`src/rtl/transaction_sequencer_pkg.sv`:
```
// -----------------------------------------------------------------------------
// transaction_sequencer_pkg
// Shared definitions for the transaction sequencer and the coin datapath:
//   - state_t        : the nine sequencer states
//   - PROC_NOP/PROC_W: process-code encoding (0 = no operation)
//   - AMOUNT_W/KEY_W : operand widths
//   - DEFAULT_TIMEOUT: default per-step watchdog limit (WATCHDOG_EN builds)
// -----------------------------------------------------------------------------
package transaction_sequencer_pkg;

    typedef enum logic [3:0] {
        S_IDLE      = 4'd0,
        S_LD_PLAYER = 4'd1,
        S_LD_AMOUNT = 4'd2,
        S_LD_KEY    = 4'd3,
        S_LD_REG    = 4'd4,
        S_STEP      = 4'd5,
        S_GAP       = 4'd6,
        S_DONE      = 4'd7,
        S_ERROR     = 4'd8
    } state_t;

    localparam int           PROC_W          = 3;
    localparam logic [2:0]   PROC_NOP        = 3'd0;
    localparam int           AMOUNT_W        = 8;
    localparam int           KEY_W           = 8;
    localparam int           DEFAULT_TIMEOUT = 255;

endpackage

```
`src/rtl/transaction_sequencer_step_watchdog.sv`:
```
// -----------------------------------------------------------------------------
// step_watchdog
// Counts consecutive STEP cycles that pass without a done_step acknowledge and
// flags a timeout on the TIMEOUT-th such cycle. Only instantiated when the
// WATCHDOG_EN macro is defined.
// Ports:
//   clock       in  system clock
//   reset       in  synchronous active-high reset
//   i_active    in  sequencer is in STEP (counter is held at 0 otherwise,
//                   so it is clear on every STEP entry)
//   i_done_step in  datapath acknowledge
//   o_timeout   out this STEP cycle is the TIMEOUT-th without acknowledge;
//                   the sequencer gives done_step priority over it
// -----------------------------------------------------------------------------
module step_watchdog #(
    parameter int TIMEOUT = 255
) (
    input  logic clock,
    input  logic reset,
    input  logic i_active,
    input  logic i_done_step,
    output logic o_timeout
);

    // At least 8 bits, wider if TIMEOUT needs it.
    localparam int CNT_W = ($clog2(TIMEOUT + 1) > 8) ? $clog2(TIMEOUT + 1) : 8;
    localparam logic [CNT_W-1:0] LAST_CNT = CNT_W'(TIMEOUT - 1);

    logic [CNT_W-1:0] r_count;

    always_ff @(posedge clock) begin
        if (reset || !i_active) begin
            r_count <= '0;
        end else if (!i_done_step && (r_count != LAST_CNT)) begin
            // Saturates: the sequencer leaves STEP once the limit is hit.
            r_count <= r_count + 1'b1;
        end
    end

    // r_count holds the number of earlier un-acknowledged cycles of this step,
    // so equality with TIMEOUT-1 marks the TIMEOUT-th cycle.
    assign o_timeout = i_active && (r_count == LAST_CNT);

endmodule

```
`src/rtl/transaction_sequencer.sv`:
```
// -----------------------------------------------------------------------------
// transaction_sequencer
// Control-side initiator for the coin datapath. On a go pulse it captures the
// operands, issues the player/amount/key/register load strobes on consecutive
// cycles, then walks process codes 1..N_STEPS, waiting for done_step on each
// and inserting one NOP gap cycle between steps.
//
// Optional feature: define WATCHDOG_EN to bound each step to TIMEOUT cycles;
// a timeout ends the transaction in ERROR. Without it, STEP waits forever and
// error is tied low.
//
// Ports:
//   clock, reset      system clock, synchronous active-high reset
//   go                one-cycle start pulse (honoured in IDLE/DONE/ERROR only)
//   player_sel        initiating player
//   amount_sel[7:0]   transfer amount
//   key_sel[7:0]      player key
//   done_step         datapath per-step acknowledge
//   player_in         registered player operand
//   input_amount[7:0] registered amount operand
//   input_key[7:0]    registered key operand
//   load_player/load_amount/load_key/load_register  one-cycle load strobes
//   process[2:0]      current step code, 0 = NOP
//   busy              transaction in progress (load phase through last step)
//   done              transaction completed
//   error             watchdog expired (WATCHDOG_EN only)
//   step_idx[2:0]     active or last-issued step
// -----------------------------------------------------------------------------
module transaction_sequencer
    import transaction_sequencer_pkg::*;
#(
    parameter int N_STEPS = 4,
    parameter int TIMEOUT = DEFAULT_TIMEOUT
) (
    input  logic                clock,
    input  logic                reset,
    input  logic                go,
    input  logic                player_sel,
    input  logic [AMOUNT_W-1:0] amount_sel,
    input  logic [KEY_W-1:0]    key_sel,
    input  logic                done_step,
    output logic                player_in,
    output logic [AMOUNT_W-1:0] input_amount,
    output logic [KEY_W-1:0]    input_key,
    output logic                load_player,
    output logic                load_amount,
    output logic                load_key,
    output logic                load_register,
    output logic [PROC_W-1:0]   process,
    output logic                busy,
    output logic                done,
    output logic                error,
    output logic [2:0]          step_idx
);

    if (N_STEPS < 1 || N_STEPS > 7 || TIMEOUT < 1) begin : g_bad_params
        $error("transaction_sequencer: need 1 <= N_STEPS <= 7 and TIMEOUT >= 1");
    end

    localparam logic [2:0] LAST_STEP = 3'(N_STEPS);

    state_t              r_state,      r_state_next;
    logic                r_player,     r_player_next;
    logic [AMOUNT_W-1:0] r_amount,     r_amount_next;
    logic [KEY_W-1:0]    r_key,        r_key_next;
    logic [2:0]          r_step_idx,   r_step_idx_next;
    logic                w_timeout;

`ifdef WATCHDOG_EN
    logic w_step_active;
    assign w_step_active = (r_state == S_STEP);

    step_watchdog #(
        .TIMEOUT (TIMEOUT)
    ) u_step_watchdog (
        .clock       (clock),
        .reset       (reset),
        .i_active    (w_step_active),
        .i_done_step (done_step),
        .o_timeout   (w_timeout)
    );
`else
    assign w_timeout = 1'b0;
`endif

    // State and operand registers.
    always_ff @(posedge clock) begin
        if (reset) begin
            r_state    <= S_IDLE;
            r_player   <= 1'b0;
            r_amount   <= '0;
            r_key      <= '0;
            r_step_idx <= 3'd0;
        end else begin
            r_state    <= r_state_next;
            r_player   <= r_player_next;
            r_amount   <= r_amount_next;
            r_key      <= r_key_next;
            r_step_idx <= r_step_idx_next;
        end
    end

    // Next-state logic.
    always_comb begin
        r_state_next    = r_state;
        r_player_next   = r_player;
        r_amount_next   = r_amount;
        r_key_next      = r_key;
        r_step_idx_next = r_step_idx;

        case (r_state)
            S_IDLE, S_DONE, S_ERROR: begin
                if (go) begin
                    // Operands are captured once here and stay frozen
                    // for the whole transaction.
                    r_player_next   = player_sel;
                    r_amount_next   = amount_sel;
                    r_key_next      = key_sel;
                    r_step_idx_next = 3'd0;
                    r_state_next    = S_LD_PLAYER;
                end
            end
            S_LD_PLAYER: r_state_next = S_LD_AMOUNT;
            S_LD_AMOUNT: r_state_next = S_LD_KEY;
            S_LD_KEY:    r_state_next = S_LD_REG;
            S_LD_REG: begin
                r_step_idx_next = 3'd1;
                r_state_next    = S_STEP;
            end
            S_STEP: begin
                // done_step outranks a coincident watchdog expiry.
                if (done_step) begin
                    r_state_next = (r_step_idx >= LAST_STEP) ? S_DONE : S_GAP;
                end else if (w_timeout) begin
                    r_state_next = S_ERROR;
                end
            end
            S_GAP: begin
                if (r_step_idx < LAST_STEP) begin
                    r_step_idx_next = r_step_idx + 3'd1;
                end
                r_state_next = S_STEP;
            end
            default: r_state_next = S_IDLE;
        endcase
    end

    // Outputs are pure decodes of registered state, so reset clears them all
    // at the same edge that forces IDLE.
    assign player_in     = r_player;
    assign input_amount  = r_amount;
    assign input_key     = r_key;
    assign load_player   = (r_state == S_LD_PLAYER);
    assign load_amount   = (r_state == S_LD_AMOUNT);
    assign load_key      = (r_state == S_LD_KEY);
    assign load_register = (r_state == S_LD_REG);
    assign process       = (r_state == S_STEP) ? r_step_idx : PROC_NOP;
    assign busy          = (r_state == S_LD_PLAYER) || (r_state == S_LD_AMOUNT) ||
                           (r_state == S_LD_KEY)    || (r_state == S_LD_REG)    ||
                           (r_state == S_STEP)      || (r_state == S_GAP);
    assign done          = (r_state == S_DONE);
`ifdef WATCHDOG_EN
    assign error         = (r_state == S_ERROR);
`else
    assign error         = 1'b0;
`endif
    assign step_idx      = r_step_idx;

endmodule

```
`config.mk`:
```
export PLATFORM = sky130hd
export DESIGN_NAME = transaction_sequencer
export DESIGN_NICKNAME = d
export VERILOG_FILES = /design/src/rtl/transaction_sequencer_pkg.sv /design/src/rtl/transaction_sequencer_step_watchdog.sv /design/src/rtl/transaction_sequencer.sv
export SDC_FILE = /design/constraint.sdc
export NUM_CORES = 1
export LEC_CHECK = 0
export CAP_MARGIN = 20
export CORE_MARGIN = 2
export CORE_UTILIZATION = 30
export DETAILED_ROUTE_END_ITERATION = 12
export GPL_TIMING_DRIVEN = 0
export PLACE_DENSITY = 0.63
export RECOVER_POWER = 50
export SLEW_MARGIN = 30
export SYNTH_ARGS = -nofsm -noshare
export SYNTH_HDL_FRONTEND = slang
export SYNTH_SLANG_ARGS = --single-unit
```
`constraint.sdc`:
```
create_clock -name clock -period 4.08 [get_ports clock]
set_input_delay 0.816 -clock clock [delete_from_list [all_inputs] [get_ports clock]]
set_output_delay 0.816 -clock clock [all_outputs]
set_load 0.01 [all_outputs]
```
==> Word level (Yosys, flattened, before mapping) <==
Cells that the tools add are included.
{ "classes": {"add_sub_neg": 1, "magnitude_cmp": 2, "eq_ne": 11, "mux": 8, "reduce_logical": 12} }
{ "ops": {"columns": ["op", "n"], "rows": [
  ["$pmux 4 s6", 1],
  ["$eq 4x3->1 const B", 4],
  ["$mux 3", 3],
  ["$pmux 3 s3", 1],
  ["$eq 4x2->1 const B", 2],
  ["$mux 4", 2],
  ["$ne 2x2->1 const B", 3],
  ["$logic_or 1x1->1", 5],
  ["$eq 4x1->1 const B", 1],
  ["$eq 4x4->1 const B", 1],
  ["$logic_not 4->1", 1],
  ["$reduce_and 2->1", 2],
  ["$add 3x1->3 const B", 1],
  ["$ge 3x3->1 const B", 1],
  ["$lt 3x3->1 const B", 1],
  ["$reduce_and 3->1", 1],
  ["$reduce_bool 3->1", 1],
  ["$reduce_or 3->1", 1],
  ["$reduce_or 2->1", 1],
  ["$mux 1", 1]
]} }
{ "word_totals": {"regBits": 24, "inputBits": 21, "out_inout_bits": 30, "wordCells": 39} }

==> Depth between registers and ports, before layout <==
Gate-level depths: netlist of the first run.
{ "depth": {"word_depth": 6, "ltp_mapped": 7, "depth_no_buf": 4} }

==> Worst setup path after synthesis of the first run <==
Ideal clock, no wire load.
{ "synth_timing": {"path_kind": "reg-to-output", "start": "register r_state[0]", "end": "output port load_player", "t_arrival_ps": 1085, "t_required_ps": 3264, "slack_ps": 2179, "path_stages_with_launch": 4, "n_path_buf": 1, "path_cell_list": "dfxtp_1 clkbuf_1 nor2b_1 nor2b_1"} }
{ "synth_between": {"elab_chain_len": 1} }
{ "synth_lines": {"columns": ["element", "line_no", "source"], "rows": [
  ["start, declared", "transaction_sequencer.sv:62", "state_t r_state, r_state_next;"],
  ["start signal, assigned", "transaction_sequencer.sv:95", "r_state <= r_state_next;"],
  ["$eq 4x1->1", "transaction_sequencer.sv:153", "assign load_player = (r_state == S_LD_PLAYER);"],
  ["end, declared", "transaction_sequencer.sv:45", "output logic load_player,"]
]} }
Every way passes these cells.

==> Worst setup path after layout of the first run <==
{ "layout_timing": {"start": "register r_state[0]", "end": "output port process[2]"} }
{ "layout_between": {"elab_chain_len": 2} }
{ "layout_lines": {"columns": ["element", "line_no", "source"], "rows": [
  ["$eq 4x3->1", "transaction_sequencer.sv:157", "assign process = (r_state == S_STEP) ? r_step_idx : PROC_NOP;"],
  ["$mux 3", "transaction_sequencer.sv:157", null],
  ["end, declared", "transaction_sequencer.sv:49", "output logic [PROC_W-1:0] process,"]
]} }
Every way passes these cells.

==> results of run 1 <==
## registers in the layout, indices dropped and copies added (netlist names)
register and cells:
input_amount 8, step_idx 3, input_key 8, player_in 1
r_state 3
## worst max-delay path by stage
stage / from / to / slack [ns] / depth (start not counted)
after floorplan: r_state[0] / load_player / 2.18 / 3
after global placement: r_state[0] / process[1] / 1.57 / 4
after detailed placement: r_state[0] / process[2] / 1.49 / 4
after CTS: r_state[0] / process[2] / 1.13 / 4
after global routing: r_state[0] / process[0] / 0.96 / 4
final: r_state[0] / process[2] / 1.15 / 4
## tightest hold or removal path, cell delays in order (launching register included)
cell	delay [ns]
dfxtp_1	0.33
nand2_1	0.05
a21oi_1	0.05
## stage by stage
step,instances,setup slack (ns)
after global placement,224,1.57
after detailed placement,224,1.49
after global routing,228,0.957
final,228,1.15
after CTS,228,1.13
after floorplan,130,2.18
## power groups by stage
| stage | Sequential, W | Clock, W | Combinational, W |
|---|---|---|---|
| 2_1_floorplan | 0.000279 | 0 | 0.000129 |
| 3_3_place_gp | 0.000271 | 0 | 0.000232 |
| 3_5_place_dp | 0.000272 | 0 | 0.000236 |
| 4_1_cts | 0.000267 | 0.000109 | 0.000237 |
| 5_1_grt | 0.000271 | 0.000118 | 0.000253 |
| 6_report | 0.000267 | 0.000103 | 0.000230 |
## cells by family after synthesis
kind of cell,Yosys count
and+or+nand+nor,60
AOI/OAI and AO/OA,31
DFF,23
buffers and inverters,13
xor gates and xnor gates,1
adders and majority gates,1
other,1
## cell type report
class                           count  share of cell area
Buffer                             11              0.0449
Clock buffer                        3              0.0137
Clock inverter                      1             0.00304
Inverter                            2             0.00457
Multi-Input combinational cell     94               0.326
Sequential cell                    23               0.280
Tap cell                           46              0.0350
Timing Repair Buffer               48               0.292
## metal layers
layer / vias to the layer above / routed length (um)
met5: - / 0
met3: 2 / 206
li1: 532 / -
met1: 490 / 1210
met2: 33 / 1230
met4: 0 / 22
## cells in the final DEF (no fill, tap or decap), types with 2 or more instances in the layout
cell type and count:
nand4b_1 2, dlygate4sd3_1 4, clkdlybuf4s50_1 44, and3_1 4
buf_4 2, clkbuf_1 6, a21oi_1 15, nand2_1 26
a21oi_2 7, nor2_1 8, dfxtp_1 23, clkbuf_4 3
nand3_1 3, nor2b_1 3, inv_1 2, nand2_2 11
==> results.toml, run 1 <==
[power_and_ir_drop]
p_comb_frac = 0.384
power_switching_w = 0.000195
leakage_nw = 0.601
p_int_w = 0.000405
vdd_drop_max_uv = 199
finalPower_w = 0.000600
clkPwrFrac = 0.171
p_sw_frac = 0.325
p_seq_frac = 0.445
p_per_area_nw_per_um2 = 365

[grt]
grt-ovfl-total = 0
grt_util_met3 = 0.0405
grt_pass1_wl_mm = 4.63
met1_usage = 0.170
grt_antenna_before_repair = 0
busiest_layer = "met2"
grt_max_degree = 14
grt_usage = 0.136
grt_use_met2 = 0.230
grt_pass1_vias = 1048

[yosys]
synthTopCellsByCount = "nand2_1, dfxtp_1, a21oi_1"
synth_top_family_by_area = "simple AND/OR/NAND/NOR gates"
synth.mux.area_fraction = 0
yosys.area.top_type = "dfxtp_1"
synth_edf_count = 0
synth_xor_area_frac = 0.00801
yosysMostFrequentCell = "nand2_1"
yosysWarnings = 0
synth_fa_ha_area_frac = 0.0114
yosys.cell_types.count = 31
synthCells = 130
ys_ff_latch = 23
ys_seq_area_frac = 0.421
syn_area_per_cell_um2 = 8.41
synth-simple-area-share = 0.271
syn_nets = 152
synth_compound_area_frac = 0.207
synth-main-ff-cell = "dfxtp_1"
synthTopCellsByArea = "dfxtp_1, nand2_1, a21oi_2"
synth_top_area_share = 0.421
synthArstFlopShare = 0
syn_area_um2 = 1090

[floorplan]
core_region_area_um2 = 3420
die-height_um = 64.4
io_pins = 51
die_w_um = 64.4
row_count = 21
dieArea_um2 = 4140
start_util = 0.320

[layout]
diodes = 0
final_area_um2 = 1640
area_growth_pct = 50.3
drive_gt1_frac = 0.159
nets = 205
regArea_um2 = 460
utilization = 0.481
multi_input_area_um2 = 537
nFillCells = 329

[timing]
fmax_ghz = 0.341
fin_crit_sh = 0.718
fin_crit_ns = 2.93
tightest_slew_ns = 0.540
slew_headroom = 0.640
rsz0062_at_grt = "no"
drv_slew = 0
setup_tns_ns = 0
hold_violations = 0
hold-worst-slack_ns = 0.463
skew_ns = 0.00501
finalSetupViolCount = 0

[setup_path]
slowest_delay_ns = 0.53
cp_data_required_time_ns = 3.26
worstPathArrival_ns = 2.12
worstPathMaxFanout = 10
r2r_slack_ns = 2.44
r2r_end = "input_amount[1]"
reg2regPathDepth = 7
path_buf_inv = 2
cp-end-kind = "primary output"
startpoint_type = "register"
path_delay_family = "buffers and inverters"
worstReg2RegStart = "r_state[2]"
slowest_stage = "clkdlybuf4s50_1"
crit_path_cell_trace = "clkbuf_1 -> nor2b_1 -> and3_1 -> clkdlybuf4s50_1"
critPathKind = "register to primary output"

[place]
gp_routability_congestion = 0.792
io_buffer_count = 48
post-dp-hpwl_mm = 2.06
dpl_cell_area_um2 = 1630

[clock_tree]
post_cts_buffers = 0
worstSkewPairLatency_ns = 0.30
clock-sinks = 23
htree_levels = 1
cts_buffers = 3
cts_max_path_buffers = 2
cts_tree = "built"
postCtsHoldBufs = 0
cts.clk_slew.worst_paths_ns = 0.13
cts_resized = 0
clockRootBuffer = "clkbuf_4"

[run_status]
status = "finished clean"

[route]
via_per_inst = 4.64
route.vias.total = 1057
wl_per_cell_um = 11.7
first_iter_violations = 37
route.detailed.drc = 0
drtAntennaViolNets = 0
totalWireLength_mm = 2.67
dr.pass1.iters = 4

[worst_hold_path]
worst_hold_path.num_cells = 2
min_to = "input_amount[7]"
hold_class = "register to register"
hold_start = "input_amount[7]"

[job]
cap_violations = 0
Power figures use the tool's default switching activity.
==> run 2: changes to the inputs <==
clock period = 2.9 ns   (was 4.08 ns; I/O delays follow)
==> results.toml, run 2 (synthesis gave the netlist of run 1 again) <==
[run_status]
status = "finished clean"

[power_and_ir_drop]
vdd_drop_max_uv = 272
power_switching_w = 0.000268
p_comb_frac = 0.365
p_int_w = 0.000552
clkPwrFrac = 0.177
p_sw_frac = 0.327
p_seq_frac = 0.458
leakage_nw = 0.587
p_per_area_nw_per_um2 = 514

[timing]
setup_tns_ns = 0
finalSetupViolCount = 0
final.setup.worst_slack_ns = 0.204
fin_crit_ns = 2.70
tightest_slew_ns = 0.676
fmax_ghz = 0.371
rsz0062_at_grt = "no"
skew_ns = 0.00564
slew_headroom = 0.549
fin_crit_sh = 0.930
drv_slew = 0
hold_violations = 0
hold-worst-slack_ns = 0.459

[layout]
finalNonFillerCells = 228
area_growth_pct = 45.9
regArea_um2 = 460
nets = 205
diodes = 0
drive_gt1_frac = 0.110
multi_input_area_um2 = 512
nFillCells = 340
mostFrequentLayoutCells = "clkdlybuf4s50_1, nand2_1, dfxtp_1, a21oi_1, nand2_2"
final_common_cell = "clkdlybuf4s50_1"

[route]
route.vias.total = 1058
dr.pass1.iters = 4
wl_met3_um = 195
wl_met1_mm = 1.23
wl_met2_mm = 1.25
drtAntennaViolNets = 0
first_iter_violations = 36
wl_per_cell_um = 11.8
route.detailed.drc = 0
via_per_inst = 4.64
topRoutingLayerUsed = "met4"
totalWireLength_mm = 2.69

[setup_path]
worstPathMaxFanout = 10
crit_path_cell_trace = "clkbuf_1 -> nor2b_1 -> and3_1 -> clkdlybuf4s50_1"
worstPathArrival_ns = 2.12
startpoint_type = "register"
cp-end-kind = "primary output"
cp_data_required_time_ns = 2.32
critPathKind = "register to primary output"
slowest_stage = "clkdlybuf4s50_1"
slowest_delay_ns = 0.53

[clock_tree]
postCtsHoldBufs = 0
post_cts_buffers = 0
cts_tree = "built"
cts_buffers = 3
cts_resized = 0
clockRootBuffer = "clkbuf_4"
clock-sinks = 23
htree_levels = 1
cts.clk_slew.worst_paths_ns = 0.13
cts_max_path_buffers = 2
worstSkewPairLatency_ns = 0.30

[place]
io_buffer_count = 48
gp_routability_congestion = 0.792
pre_cts_ws_ns = 0.550
post-dp-hpwl_mm = 2.06
placed_cells = 224

[grt]
grt_max_degree = 14
grt_pass1_wl_mm = 4.63
grt_pass1_vias = 1048
grt_usage = 0.136
grt-ovfl-total = 0
grt_antenna_before_repair = 0

[worst_hold_path]
hold_class = "register to register"

[floorplan]
dieArea_um2 = 4140
die-height_um = 64.4
die_w_um = 64.4
core_region_area_um2 = 3420
io_pins = 51
row_count = 21
start_util = 0.320

[job]
cap_violations = 0
-- run 2: layout make-up --
cell class / count / area share
plain buffers: 11 / 0.0314
clock buffers: 3 / 0.0141
clock inverters: 1 / 0.00314
inverters: 2 / 0.00471
multi-input cells: 94 / 0.321
flip-flops and latches: 23 / 0.289
well taps: 46 / 0.0361
repair buffers: 48 / 0.301
-- run 2: power groups by stage --
stage / registers (W) / logic, W / clock network [W]
after detailed placement: 0.000382 / 0.000331 / 0
final: 0.000376 / 0.000300 / 0.000145
after floorplan: 0.000392 / 0.000181 / 0
after global placement: 0.000381 / 0.000327 / 0
after global routing: 0.000381 / 0.000331 / 0.000166
after CTS: 0.000376 / 0.000333 / 0.000154
-- run 2: worst paths after layout --
| kind | from | end | slack, ns | cells past startpoint |
|---|---|---|---|---|
| max | r_state[0] | process[2] | 0.20 | 4 |
| min | input_amount[6] | input_amount[6] | 0.46 | 2 |
| max reg2reg | r_state[2] | input_amount[5] | 0.68 | 7 |
| min reg2reg | input_amount[6] | input_amount[6] | 0.46 | 2 |
-- run 2: critical path, delay by kind of cell, from the launching register on --
| kind | cells | cell delay [ns] |
|---|---|---|
| flops | 1 | 0.41 |
| buf+inv | 2 | 0.88 |
| simple gates | 2 | 0.53 |
-- run 2: per-layer routing --
metal	track usage	vias up
li1	-	533
met1	0.170	492
met2	0.230	31
met3	0.0405	2
met4	0.0319	0
met5	0	-
-- run 2: through the flow --
stage	instance area [um^2]	utilization	total power, W
after detailed placement	1630	0.478	0.000714
after CTS	1660	0.486	0.000863
final	1600	0.467	0.000820
after global routing	1600	0.467	0.000879
after floorplan	1090	-	0.000573
after global placement	1630	0.478	0.000708
==> run 3: changes to the inputs <==
==> constraint.sdc (replaced) <==
create_clock -name clock -period 2.9 [get_ports clock]
set_input_delay 0.725 -clock clock [delete_from_list [all_inputs] [get_ports clock]]
set_output_delay 0.725 -clock clock [all_outputs]
set_load 0.01 [all_outputs]
==> results.toml, run 3 (synthesis gave the netlist of run 1 again) <==
[place]
gp_routability_congestion = 0.792
placed_cells = 224
io_buffer_count = 48
post-dp-hpwl_mm = 2.06

[run_status]
status = "finished clean"

[power_and_ir_drop]
p_per_area_nw_per_um2 = 514
finalPower_w = 0.000822
vdd_drop_max_uv = 272
leakage_nw = 0.590

[layout]
nets = 205
diodes = 0
area_growth_pct = 46.3
multi_input_area_um2 = 515
drive_gt1_frac = 0.121
mostFrequentLayoutCells = "clkdlybuf4s50_1, nand2_1, dfxtp_1, a21oi_1, nand2_2"
regArea_um2 = 460
nFillCells = 340
finalNonFillerCells = 228
final_common_cell = "clkdlybuf4s50_1"

[floorplan]
row_count = 21
core_region_area_um2 = 3420
die-height_um = 64.4
start_util = 0.320
io_pins = 51
dieArea_um2 = 4140
die_w_um = 64.4

[grt]
grt_pass1_wl_mm = 4.63
grt-ovfl-total = 0
grt_antenna_before_repair = 0
grt_max_degree = 14
grt_usage = 0.136
grt_pass1_vias = 1048

[clock_tree]
htree_levels = 1
cts_resized = 0
postCtsHoldBufs = 0
worstSkewPairLatency_ns = 0.30
cts_buffers = 3
clock-sinks = 23
cts.clk_slew.worst_paths_ns = 0.13
cts_max_path_buffers = 2
clockRootBuffer = "clkbuf_4"
post_cts_buffers = 0
cts_tree = "built"

[setup_path]
critPathKind = "register to primary output"
worstPathMaxFanout = 10
reg2regPathDepth = 7
worstPathArrival_ns = 1.98
cp-end-kind = "primary output"
startpoint_type = "register"
crit_path_cell_trace = "clkbuf_2 -> nor2b_1 -> and3_1 -> clkdlybuf4s50_1"
cp_data_required_time_ns = 2.17
slowest_delay_ns = 0.53
slowest_stage = "clkdlybuf4s50_1"

[route]
route.vias.total = 1056
drtAntennaViolNets = 0
dr.pass1.iters = 4
route.detailed.drc = 0
totalWireLength_mm = 2.70
first_iter_violations = 44
via_per_inst = 4.63
wl_per_cell_um = 11.8

[timing]
rsz0062_at_grt = "no"
fmax_ghz = 0.370
setup_tns_ns = 0
hold_violations = 0
finalSetupViolCount = 0
fin_crit_sh = 0.933
skew_ns = 0.00534
slew_headroom = 0.549
drv_slew = 0
tightest_slew_ns = 0.676
fin_crit_ns = 2.70

[worst_hold_path]
hold_class = "register to register"
worst_hold_path.num_cells = 2

[job]
cap_violations = 0
==> run 3: layout make-up <==
cell class / count / share of cell area
inverter: 2 / 0.00469
clock inverter: 1 / 0.00313
tap: 46 / 0.0360
multi-input combinational: 94 / 0.322
timing repair buffer: 48 / 0.300
clock buffer: 3 / 0.0141
buffer: 11 / 0.0321
sequential: 23 / 0.288
==> run 3: worst paths after layout <==
| path | to | from | slack, ns |
|---|---|---|---|
| min reg2reg | input_amount[6] | input_amount[6] | 0.46 |
| max reg2reg | input_amount[5] | r_state[2] | 0.67 |
| max | process[2] | r_state[0] | 0.20 |
| min | input_amount[6] | input_amount[6] | 0.46 |
==> run 3: worst max-delay path: cells and delay by family (launching register included) <==
| kind | cells | cell delay, ns |
|---|---|---|
| buffers and inverters | 2 | 0.77 |
| and+or+nand+nor | 2 | 0.50 |
| DFF | 1 | 0.41 |
==> run 3: per-stage QoR <==
stage	instance area, um^2	util	hold slack, ns	setup WS, ns
2_1_floorplan	1090	-	0.474	1.09
5_1_grt	1600	0.468	0.485	0.0197
4_1_cts	1660	0.486	0.468	0.0411
3_5_place_dp	1630	0.478	0.450	0.405
6_report	1600	0.468	0.459	0.195
3_3_place_gp	1630	0.478	0.443	0.485
==> run 3: metal layers <==
| layer | GRT usage | up-vias | wire [um] |
|---|---|---|---|
| li1 | - | 531 | - |
| met1 | 0.170 | 493 | 1250 |
| met2 | 0.230 | 30 | 1240 |
| met3 | 0.0405 | 2 | 194 |
| met4 | 0.0319 | 0 | 22 |
| met5 | 0 | - | 0 |
==> run 3: report_power, final <==
part	switching, W	internal, W	leakage [nW]
logic	0.000150	0.000151	0.384
registers	0.0000251	0.000351	0.188
clock network	0.0000939	0.0000513	0.0177
